===== src/rtl/conv11_weight_buffer.sv =====
// 1x1 convolution weight store: serial byte-stream load, one output-channel row per read.
// Optional CONV11_WBUF_RELOAD_EN adds a reload input that restarts loading without rst.
module conv11_weight_buffer #(
    parameter int unsigned DATA_WIDTH = 8,
    parameter int unsigned IN_CH      = 4,
    parameter int unsigned OUT_CH     = 4,
    localparam int unsigned OC_W      = (OUT_CH > 1) ? $clog2(OUT_CH) : 1
) (
    input  logic                        clk,
    input  logic                        rst,
`ifdef CONV11_WBUF_RELOAD_EN
    input  logic                        reload,
`endif
    input  logic                        load_en,
    input  logic [DATA_WIDTH-1:0]       load_data,
    input  logic                        read_en,
    output logic [IN_CH*DATA_WIDTH-1:0] weight_row,
    output logic [OC_W-1:0]             oc_idx,
    output logic                        valid,
    output logic                        row_last,
    output logic                        weight_load,
    output logic                        loaded
);

    localparam int unsigned DEPTH = OUT_CH * IN_CH;
    localparam int unsigned CNT_W = (DEPTH > 1) ? $clog2(DEPTH) : 1;
    localparam logic [CNT_W-1:0] CNT_LAST = CNT_W'(DEPTH - 1);
    localparam logic [OC_W-1:0]  OC_LAST  = OC_W'(OUT_CH - 1);

    typedef enum logic {StLoad, StReady} state_e;

    state_e                        state_q;
    logic [CNT_W-1:0]              cnt_q;
    logic [OC_W-1:0]               rd_ptr_q;
    logic [DATA_WIDTH-1:0]         mem [DEPTH];
    logic                          reload_w;
    logic                          mem_we;
    logic [CNT_W-1:0]              row_base;
    logic [IN_CH*DATA_WIDTH-1:0]   row_d;

`ifdef CONV11_WBUF_RELOAD_EN
    assign reload_w = reload;
`else
    assign reload_w = 1'b0;
`endif

    assign mem_we = (state_q == StLoad) && load_en && !rst && !reload_w;

    // Storage has no reset; a restarted load simply overwrites from index 0.
    always_ff @(posedge clk) begin
        if (mem_we) begin
            mem[cnt_q] <= load_data;
        end
    end

    always_comb begin
        row_base = CNT_W'(rd_ptr_q * IN_CH);
        row_d    = '0;
        for (int unsigned ic = 0; ic < IN_CH; ic++) begin
            row_d[ic*DATA_WIDTH +: DATA_WIDTH] = mem[row_base + CNT_W'(ic)];
        end
    end

    always_ff @(posedge clk) begin
        if (rst) begin
            state_q     <= StLoad;
            cnt_q       <= '0;
            rd_ptr_q    <= '0;
            weight_row  <= '0;
            oc_idx      <= '0;
            valid       <= 1'b0;
            row_last    <= 1'b0;
            weight_load <= 1'b0;
            loaded      <= 1'b0;
        end else if (reload_w) begin
            // Row outputs keep their last values; only control state restarts.
            state_q     <= StLoad;
            cnt_q       <= '0;
            rd_ptr_q    <= '0;
            valid       <= 1'b0;
            row_last    <= 1'b0;
            weight_load <= 1'b0;
            loaded      <= 1'b0;
        end else begin
            valid       <= 1'b0;
            row_last    <= 1'b0;
            weight_load <= 1'b0;
            unique case (state_q)
                StLoad: begin
                    if (load_en) begin
                        if (cnt_q == CNT_LAST) begin
                            state_q     <= StReady;
                            cnt_q       <= '0;
                            loaded      <= 1'b1;
                            weight_load <= 1'b1;
                        end else begin
                            cnt_q <= cnt_q + 1'b1;
                        end
                    end
                end
                StReady: begin
                    if (read_en) begin
                        weight_row <= row_d;
                        oc_idx     <= rd_ptr_q;
                        valid      <= 1'b1;
                        row_last   <= (rd_ptr_q == OC_LAST);
                        rd_ptr_q   <= (rd_ptr_q == OC_LAST) ? '0 : rd_ptr_q + 1'b1;
                    end
                end
                default: state_q <= StLoad;
            endcase
        end
    end

endmodule


===== config.mk =====
export PLATFORM = sky130hd
export DESIGN_NAME = conv11_weight_buffer
export DESIGN_NICKNAME = d
export VERILOG_FILES = /design/src/rtl/conv11_weight_buffer.sv
export SDC_FILE = /design/constraint.sdc
export NUM_CORES = 1
export LEC_CHECK = 0
export CORE_MARGIN = 1
export CORE_UTILIZATION = 47
export DETAILED_ROUTE_END_ITERATION = 6
export PLACE_DENSITY = 0.67
export SLEW_MARGIN = 5
export SYNTH_ARGS = -nofsm -noshare
export SYNTH_HDL_FRONTEND = slang
export SYNTH_SLANG_ARGS = --single-unit

===== constraint.sdc =====
create_clock -name clk -period 2.09 [get_ports clk]
set_input_delay 0.418 -clock clk [delete_from_list [all_inputs] [get_ports clk]]
set_output_delay 0.418 -clock clk [all_outputs]
set_load 0.1 [all_outputs]

Word-level counts from Yosys, hierarchy flattened
Memory sizes are Yosys's and may differ from the RTL's. A register that Yosys moved wholly into a read port is not among the register bits.
Index checks and enable logic that the tools add are counted.

word-level totals
  input bits = 12
  flip-flop bits (word level) = 13
  memory bits (writable) = 128
  logic and storage cells = 35
  output and inout port bits = 38
  memories = 1

cells by class
  bitwise operators = 2
  mux-type cells = 8
  equality and inequality tests = 2
  reduce and logical (&&, ||, !) cells = 9
  add/sub/neg operators = 5

memories
  memory  depth  width  rd ports  clocked after memory_dff  write ports  line  source
  mem     16     8      4         4                         1            35    logic [DATA_WIDTH-1:0] mem [DEPTH];

operators by type and width
  cell                                                            number
  4-bit by 1-bit adder with 4-bit output (second input constant)  2
  4-bit by 2-bit adder with 4-bit output (second input constant)  2
  1-bit two-way mux                                               6
  4-bit == test (second input constant)                           1
  4-bit two-way mux                                               1
  2-bit AND reduction                                             2
  2-bit OR reduction                                              2
  3-bit AND reduction                                             1
  3-bit OR reduction                                              1
  2-bit by 1-bit adder with 2-bit output (second input constant)  1
  2-bit == test (second input constant)                           1
  1-bit logical AND                                               2
  2-bit two-way mux                                               1
  1-bit inverter                                                  2
  1-bit zero test                                                 1

Logic depth before layout (Yosys ltp)
Gate-level depths: netlist of run 1.

  word-level depth = 5
  gate-level depth with buffers = 6
  mapped depth without buffers = 4

Worst setup path before layout of run 1
OpenSTA, ideal clock, no wires.

  path type = register to register
  start = register state_q
  end = memory mem[3][0], enable pin
  library setup time = 0.383 ns
  slack = 0.257 ns
  period minus slack after synthesis = 1.833 ns
  buffers on the path = 1
  arrival = 1.450 ns
  required time = 1.707 ns
  stages on the path, launching flop included = 5
  cell sequence = dfxtp_1 buf_6 nor3b_2 nand2_1 nor3_1

on the way
  word-level cells in the longest chain between the ends = 5

ends and longest elaborated chain
  item                                     line  source
  from (decl)                              32    state_e state_q;
  from (signal assigned)                   66    state_q <= StLoad;
  from (signal assigned)                   77    state_q <= StLoad;
  from (signal assigned)                   92    state_q <= StReady;
  1-bit inverter (no source line)          --
  1-bit logical AND (2 in a row)           47    assign mem_we = (state_q == StLoad) && load_en && !rst && !reload_w;
  1-bit two-way mux                        51    if (mem_we) begin
  1-bit two-way mux (not written as such)  52    mem[cnt_q] <= load_data;
  to (decl)                                35

No other way between the ends.

==> impl_metrics.toml, run 1 <==
[power]
vdd_drop_max_mv = 0.498
p_per_area_nw_per_um2 = 868
p_leak_nw = 2.60

[placement]
gp_congestion = 0.769
hpwl_um = 7380
dp.cells = 630
numPortBuffers = 49
pre_cts_slack_ns = -0.0873

[die]
io_pins = 50
num_rows = 42
die-area_um2 = 14100
die_h_um = 119
die-width_um = 119
start_util_pct = 48.3
core_area_um2 = 13200

[routing]
wl_per_cell_um = 18.2
drt_pass1_iterations = 4
route.detailed.drc = 0
wl_um = 12000
via_per_inst = 5.31
drtIter0Drc = 238
antenna_left = 0
vias = 3513

[synth]
synth_fp_nets = 408
synth.area.top_cells = "edfxtp_1 (60%), dfxtp_1 (14%), mux2i_1 (5.3%), mux2_2 (4.6%), a22oi_1 (3.6%)"
syn_area_um2 = 6400
seq_area_frac_synth_pct = 74.2
yosysWarnings = 0
synth_seq_cells = 173
yosys.area.top_type_share_pct = 60.1
avgSynthCellArea_um2 = 16.4
synth_cell_types = 34
synth_cells = 391
synth_top_area_cell = "edfxtp_1"

[clock_tree]
cts_root_buffer = "clkbuf_16"
tritoncts = "yes"
hold_buffers = 0
cts.sink_count = 173
clk_latency_ns = 0.42
cts_resized = 0
clk_path_buf_depth = 2
cts_setup_buffers = 0
cts_htree_levels = 4
clk_pin_slew_ns = 0.06
cts_made_buffers = 17

[critical_path]
cp_slowest_cell = "a21oi_2"
critPathLaunchType = "input port"
cp-end-kind = "flip-flop"
crit_path_max_fanout = 19
r2r_setup_slack_ns = 0.39
max_stage_delay_ns = 0.71
arrival_ns = 2.09
crit_type = "in2reg"
crit_path_cell_trace = "clkdlybuf4s50_1, a21oi_2, buf_12, a22oi_1, o21ai_1"
required_ns = 2.44

[sta]
timing.hold.ws_ns = 0.466
postLayoutSetupSlackWorst_ns = 0.358
fin_crit_sh_pct = 82.9
fin_crit_ns = 1.73
clock_skew_ns = 0.00673
hold_viol = 0
setup-violations-final = 0
tightest_slew_ns = 0.918
fmax_mhz = 577
slew-limit-headroom_pct = 38.8
rsz0062_at_grt = "false"
drv_slew = 0

[final_layout]
layout-drive-gt1-share_pct = 26.3
final_common_cell = "edfxtp_1"
final_cells = 662
area_delta_synth_final_pct = 20.7
nFillCells = 1067
final_cell_mix = "edfxtp_1 (128), buf_4 (70), dfxtp_1 (44), mux2i_1 (34), a22oi_1 (31)"
antennaDiodeCount = 0
fin_nets = 490

[global_route]
busiest_layer = "met2"
grt_usage_pct = 18.7
antenna_found_initial = 0
grt_pass1_wl_um = 19100
grtUsageMet1_pct = 23.6
grt_max_degree = 33
grt_use_met2_pct = 30.0
grt_pass1_vias = 3562
use_met3_pct = 4.83
grt_overflow = 0

[hold_path]
min_path_type = "reg2reg"

[run_status]
outcome = "completed"

[run]
max-cap-violations = 0
## cell usage after synthesis
| master | instances |
|---|---|
| clkbuf_8 | 3 |
| nand3_1 | 3 |
| inv_1 | 3 |
| a41oi_1 | 1 |
| a21oi_1 | 6 |
| buf_6 | 6 |
| a22oi_1 | 31 |
| nand2b_1 | 3 |
| buf_4 | 2 |
| nand4b_1 | 1 |
| mux2_1 | 5 |
| a311o_1 | 1 |
| and2_1 | 1 |
| o21ai_1 | 28 |
| edfxtp_1 | 128 |
| or4_1 | 1 |
| clkbuf_1 | 6 |
| nor4bb_1 | 1 |
| mux2_4 | 1 |
| xor2_1 | 1 |
| o22ai_1 | 1 |
| nand3b_1 | 2 |
| ha_1 | 5 |
| dfxtp_1 | 45 |
| a21oi_2 | 1 |
| nor3b_2 | 1 |
| buf_2 | 5 |
| o21ai_0 | 4 |
| a221o_1 | 1 |
| nor2_1 | 20 |
| mux2_2 | 26 |
| nor3_1 | 4 |
| nand2_1 | 10 |
| mux2i_1 | 34 |
## stage by stage
stage	util (%)	area [um2]	TNS, ns	power [W]
finish	58.3	7720	0	0.00670
detailed placement	54.2	7180	-2.48	0.00393
floorplan	-	6400	0	0.00383
global placement	54.2	7180	-0.692	0.00393
global route	58.3	7720	0	0.00692
CTS	58.3	7720	0	0.00675
## flip-flops by register name, indices dropped and copies added (netlist names)
name and flops:
weight_load 1, rd_ptr_q 2, loaded 1, valid 1, state_q 1, mem 128
weight_row 32, row_last 1, oc_idx 2, cnt_q 4
## final cells by class
class,instances,area (um2),share of cell area [%]
multi-input cells,193,1480,19.2
clock buffers,31,538,6.97
repair buffers,85,716,9.27
inverters,3,11.3,0.146
well taps,176,220,2.85
flip-flops and latches,173,4750,61.5
clock inverters,1,3.75,0.0486
## routing by layer
layer / vias up / share of wire, %
met5: - / 0
met4: 0 / 2.9
met3: 25 / 5.5
met2: 103 / 48
met1: 1729 / 43
li1: 1656 / -
## where the power goes
| part | total, W | switching (W) | internal [W] |
|---|---|---|---|
| Clock | 0.00284 | 0.00113 | 0.00171 |
| Combinational | 0.000151 | 0.0000934 | 0.0000572 |
| Sequential | 0.00371 | 0.00000822 | 0.00370 |
## worst paths after layout
path | start | end | depth (start not counted)
max reg2reg | state_q$_SDFF_PP0_ | weight_row[5]$_SDFFE_PP0P_ | 4
max | rst | weight_row[5]$_SDFFE_PP0P_ | 5
min | oc_idx[0]$_SDFFE_PP0P_ | oc_idx[0]$_SDFFE_PP0P_ | 2
min reg2reg | oc_idx[0]$_SDFFE_PP0P_ | oc_idx[0]$_SDFFE_PP0P_ | 2
## logic make-up after synthesis
kind of cell             Yosys count  share of synthesized area (%)
flip-flops                       173                           74.2
AO/OA/AOI/OAI                     74                           7.30
multiplexers                      66                           11.0
AND/OR/NAND/NOR                   47                           3.54
buffers and inverters             25                           2.86
adder cells (fa/ha/maj)            5                          0.978
XOR/XNOR                           1                          0.137
## critical path: cells and delay by family
family,cells,cell delay (ns)
buffers and inverters,2,0.76
AO/OA/AOI/OAI,3,0.90
(Power assumes the default switching activity.)
==> run 2: changes to the inputs <==
Clock period 2.09 ns to 1.7 ns, I/O delays scaled along.
==> run 2 against run 1 <==
Compared with the run above:
- clock power increased by 34%
- core utilization increased by 4.6 points
- register-to-register slack got worse by 0.22 ns
- largest power group unchanged
- cell area increased by 7.9%
- global-route usage increased by 0.35 points
- count of clock-buffer cells in the layout decreased by 8
- sequential power increased by 23%
- total power increased by 28%
- final cell count increased by 0.91%
- critical path depth decreased by 1
- sequential cell count unchanged
- highest routed layer unchanged
==> impl_metrics.toml, run 2 (synthesized netlist as in run 1, its figures left out) <==
[routing]
wl_per_cell_um = 18.6
route.detailed.drc = 0
drtIter0Drc = 228
antenna_left = 0
wl_um = 12400
drt_pass1_iterations = 5
vias = 3565
via_per_inst = 5.34

[clock_tree]
tritoncts = "yes"
cts_setup_buffers = 0
hold_buffers = 0
clk_pin_slew_ns = 0.06
clk_path_buf_depth = 2
cts.sink_count = 173
clk_latency_ns = 0.42
cts_resized = 0
cts_root_buffer = "clkbuf_16"
cts_htree_levels = 4
cts_made_buffers = 17

[placement]
dp.cells = 636
place_area_um2 = 7740
numPortBuffers = 49
pre_cts_slack_ns = -0.189
gp_congestion = 0.828
hpwl_um = 7900

[critical_path]
r2r_setup_slack_ns = 0.17
critPathLaunchType = "flip-flop"
crit_type = "reg2reg"
arrival_ns = 1.66
crit_family = "flip-flops"
cp-end-kind = "flip-flop"
cp.buffers_inverters = 1
crit_path_max_fanout = 8
crit_path_cell_trace = "ha_1, nand2_1, nor2_1, buf_4"
cp_slowest_cell = "dfxtp_1"
required_ns = 1.82
max_stage_delay_ns = 0.43

[die]
start_util_pct = 48.3
core_area_um2 = 13200
die-width_um = 119
die-area_um2 = 14100
io_pins = 50
die_h_um = 119
num_rows = 42

[final_layout]
top_register = "mem"
fin_nets = 496
final_common_cell = "edfxtp_1"
final_cells = 668
nFillCells = 970
layout-drive-gt1-share_pct = 28.7
antennaDiodeCount = 0
largest_reg_flops = 128
top_regs = "mem (128), weight_row (32), cnt_q (4)"
area_delta_synth_final_pct = 30.2
finalInstanceArea_um2 = 8330
post-route-util_pct = 62.9
final_cell_mix = "edfxtp_1 (128), dfxtp_1 (44), buf_12 (44), buf_4 (36), mux2i_1 (34)"

[run]
max-cap-violations = 0

[hold_path]
min_path_type = "reg2reg"

[global_route]
grt_use_met2_pct = 30.1
grt_max_degree = 33
grtUsageMet1_pct = 24.8
use_met3_pct = 4.58
grt_pass1_vias = 3512
grt_usage_pct = 19.1
grt_pass1_wl_um = 19500
antenna_found_initial = 0
grt_overflow = 0
busiest_layer = "met2"

[sta]
setup-violations-final = 0
fin_crit_ns = 1.53
fmax_mhz = 652
tightest_slew_ns = 0.408
slew-limit-headroom_pct = 72.8
drv_slew = 0
postLayoutSetupSlackWorst_ns = 0.166
hold_viol = 0
clock_skew_ns = 0.00567
rsz0062_at_grt = "false"
fin_crit_sh_pct = 90.3

[power]
p_total_w = 0.00856
p_per_area_nw_per_um2 = 1030
p_leak_nw = 2.79
vdd_drop_max_mv = 0.548

[run_status]
outcome = "completed"
run 2: cell types whose count changed in the layout (fill, tap and decap cells not counted), sizes merged:
cell / before / now
clkbuf: 31 / 23
buf: 74 / 80
clkinv: 1 / 6
bufinv: 0 / 3
run 2: per-stage QoR:
stage	hold WS [ns]	TNS [ns]
final	0.500	0
after global routing	0.525	0
after CTS	0.502	0
after detailed placement	0.488	-23.99
after global placement	0.489	-19.33
after floorplan	0.420	0
run 2: where the power goes:
| part | leakage, nW | switching (W) | total [W] | internal, W |
|---|---|---|---|---|
| registers | 1.52 | 0.00000989 | 0.00456 | 0.00455 |
| logic | 0.983 | 0.000121 | 0.000201 | 0.0000805 |
| clock network | 0.290 | 0.00144 | 0.00381 | 0.00237 |
| total | 2.79 | 0.00157 | 0.00856 | 0.00700 |
run 2: worst paths after layout:
kind,endpoint,depth (start not counted),startpoint
hold / removal,oc_idx[0]$_SDFFE_PP0P_,2,oc_idx[0]$_SDFFE_PP0P_
setup reg to reg,mem[15][6]$_DFFE_PP_,4,cnt_q[0]$_SDFFE_PP0P_
hold reg to reg,oc_idx[0]$_SDFFE_PP0P_,2,oc_idx[0]$_SDFFE_PP0P_
setup / recovery,mem[15][6]$_DFFE_PP_,4,cnt_q[0]$_SDFFE_PP0P_
run 2: worst register-to-register path: stages, from the launching register on:
cell and delay, ns:
dfxtp_1 0.43, ha_1 0.32, nand2_1 0.17, nor2_1 0.13, buf_4 0.18
run 2: cell type report:
type / count / area [um2] / area share [%]
clock inverter: 9 / 118 / 1.41
multi-input combinational: 193 / 1500 / 18.1
sequential: 173 / 4750 / 57.0
tap: 176 / 220 / 2.64
inverter: 3 / 11.3 / 0.135
clock buffer: 23 / 468 / 5.62
timing repair buffer: 91 / 1260 / 15.1
run 2: routing by layer:
| layer | wire, um | up-vias |
|---|---|---|
| met2 | 6050 | 104 |
| met4 | 254 | 0 |
| met5 | 0 | - |
| li1 | - | 1685 |
| met3 | 659 | 21 |
| met1 | 5460 | 1755 |
==> run 3: changes to the inputs <==
Settings changed: SLEW_MARGIN 5 to unset.
==> results of run 3 <==
The final DEF is identical to that of run 2; final timing and power are the same.
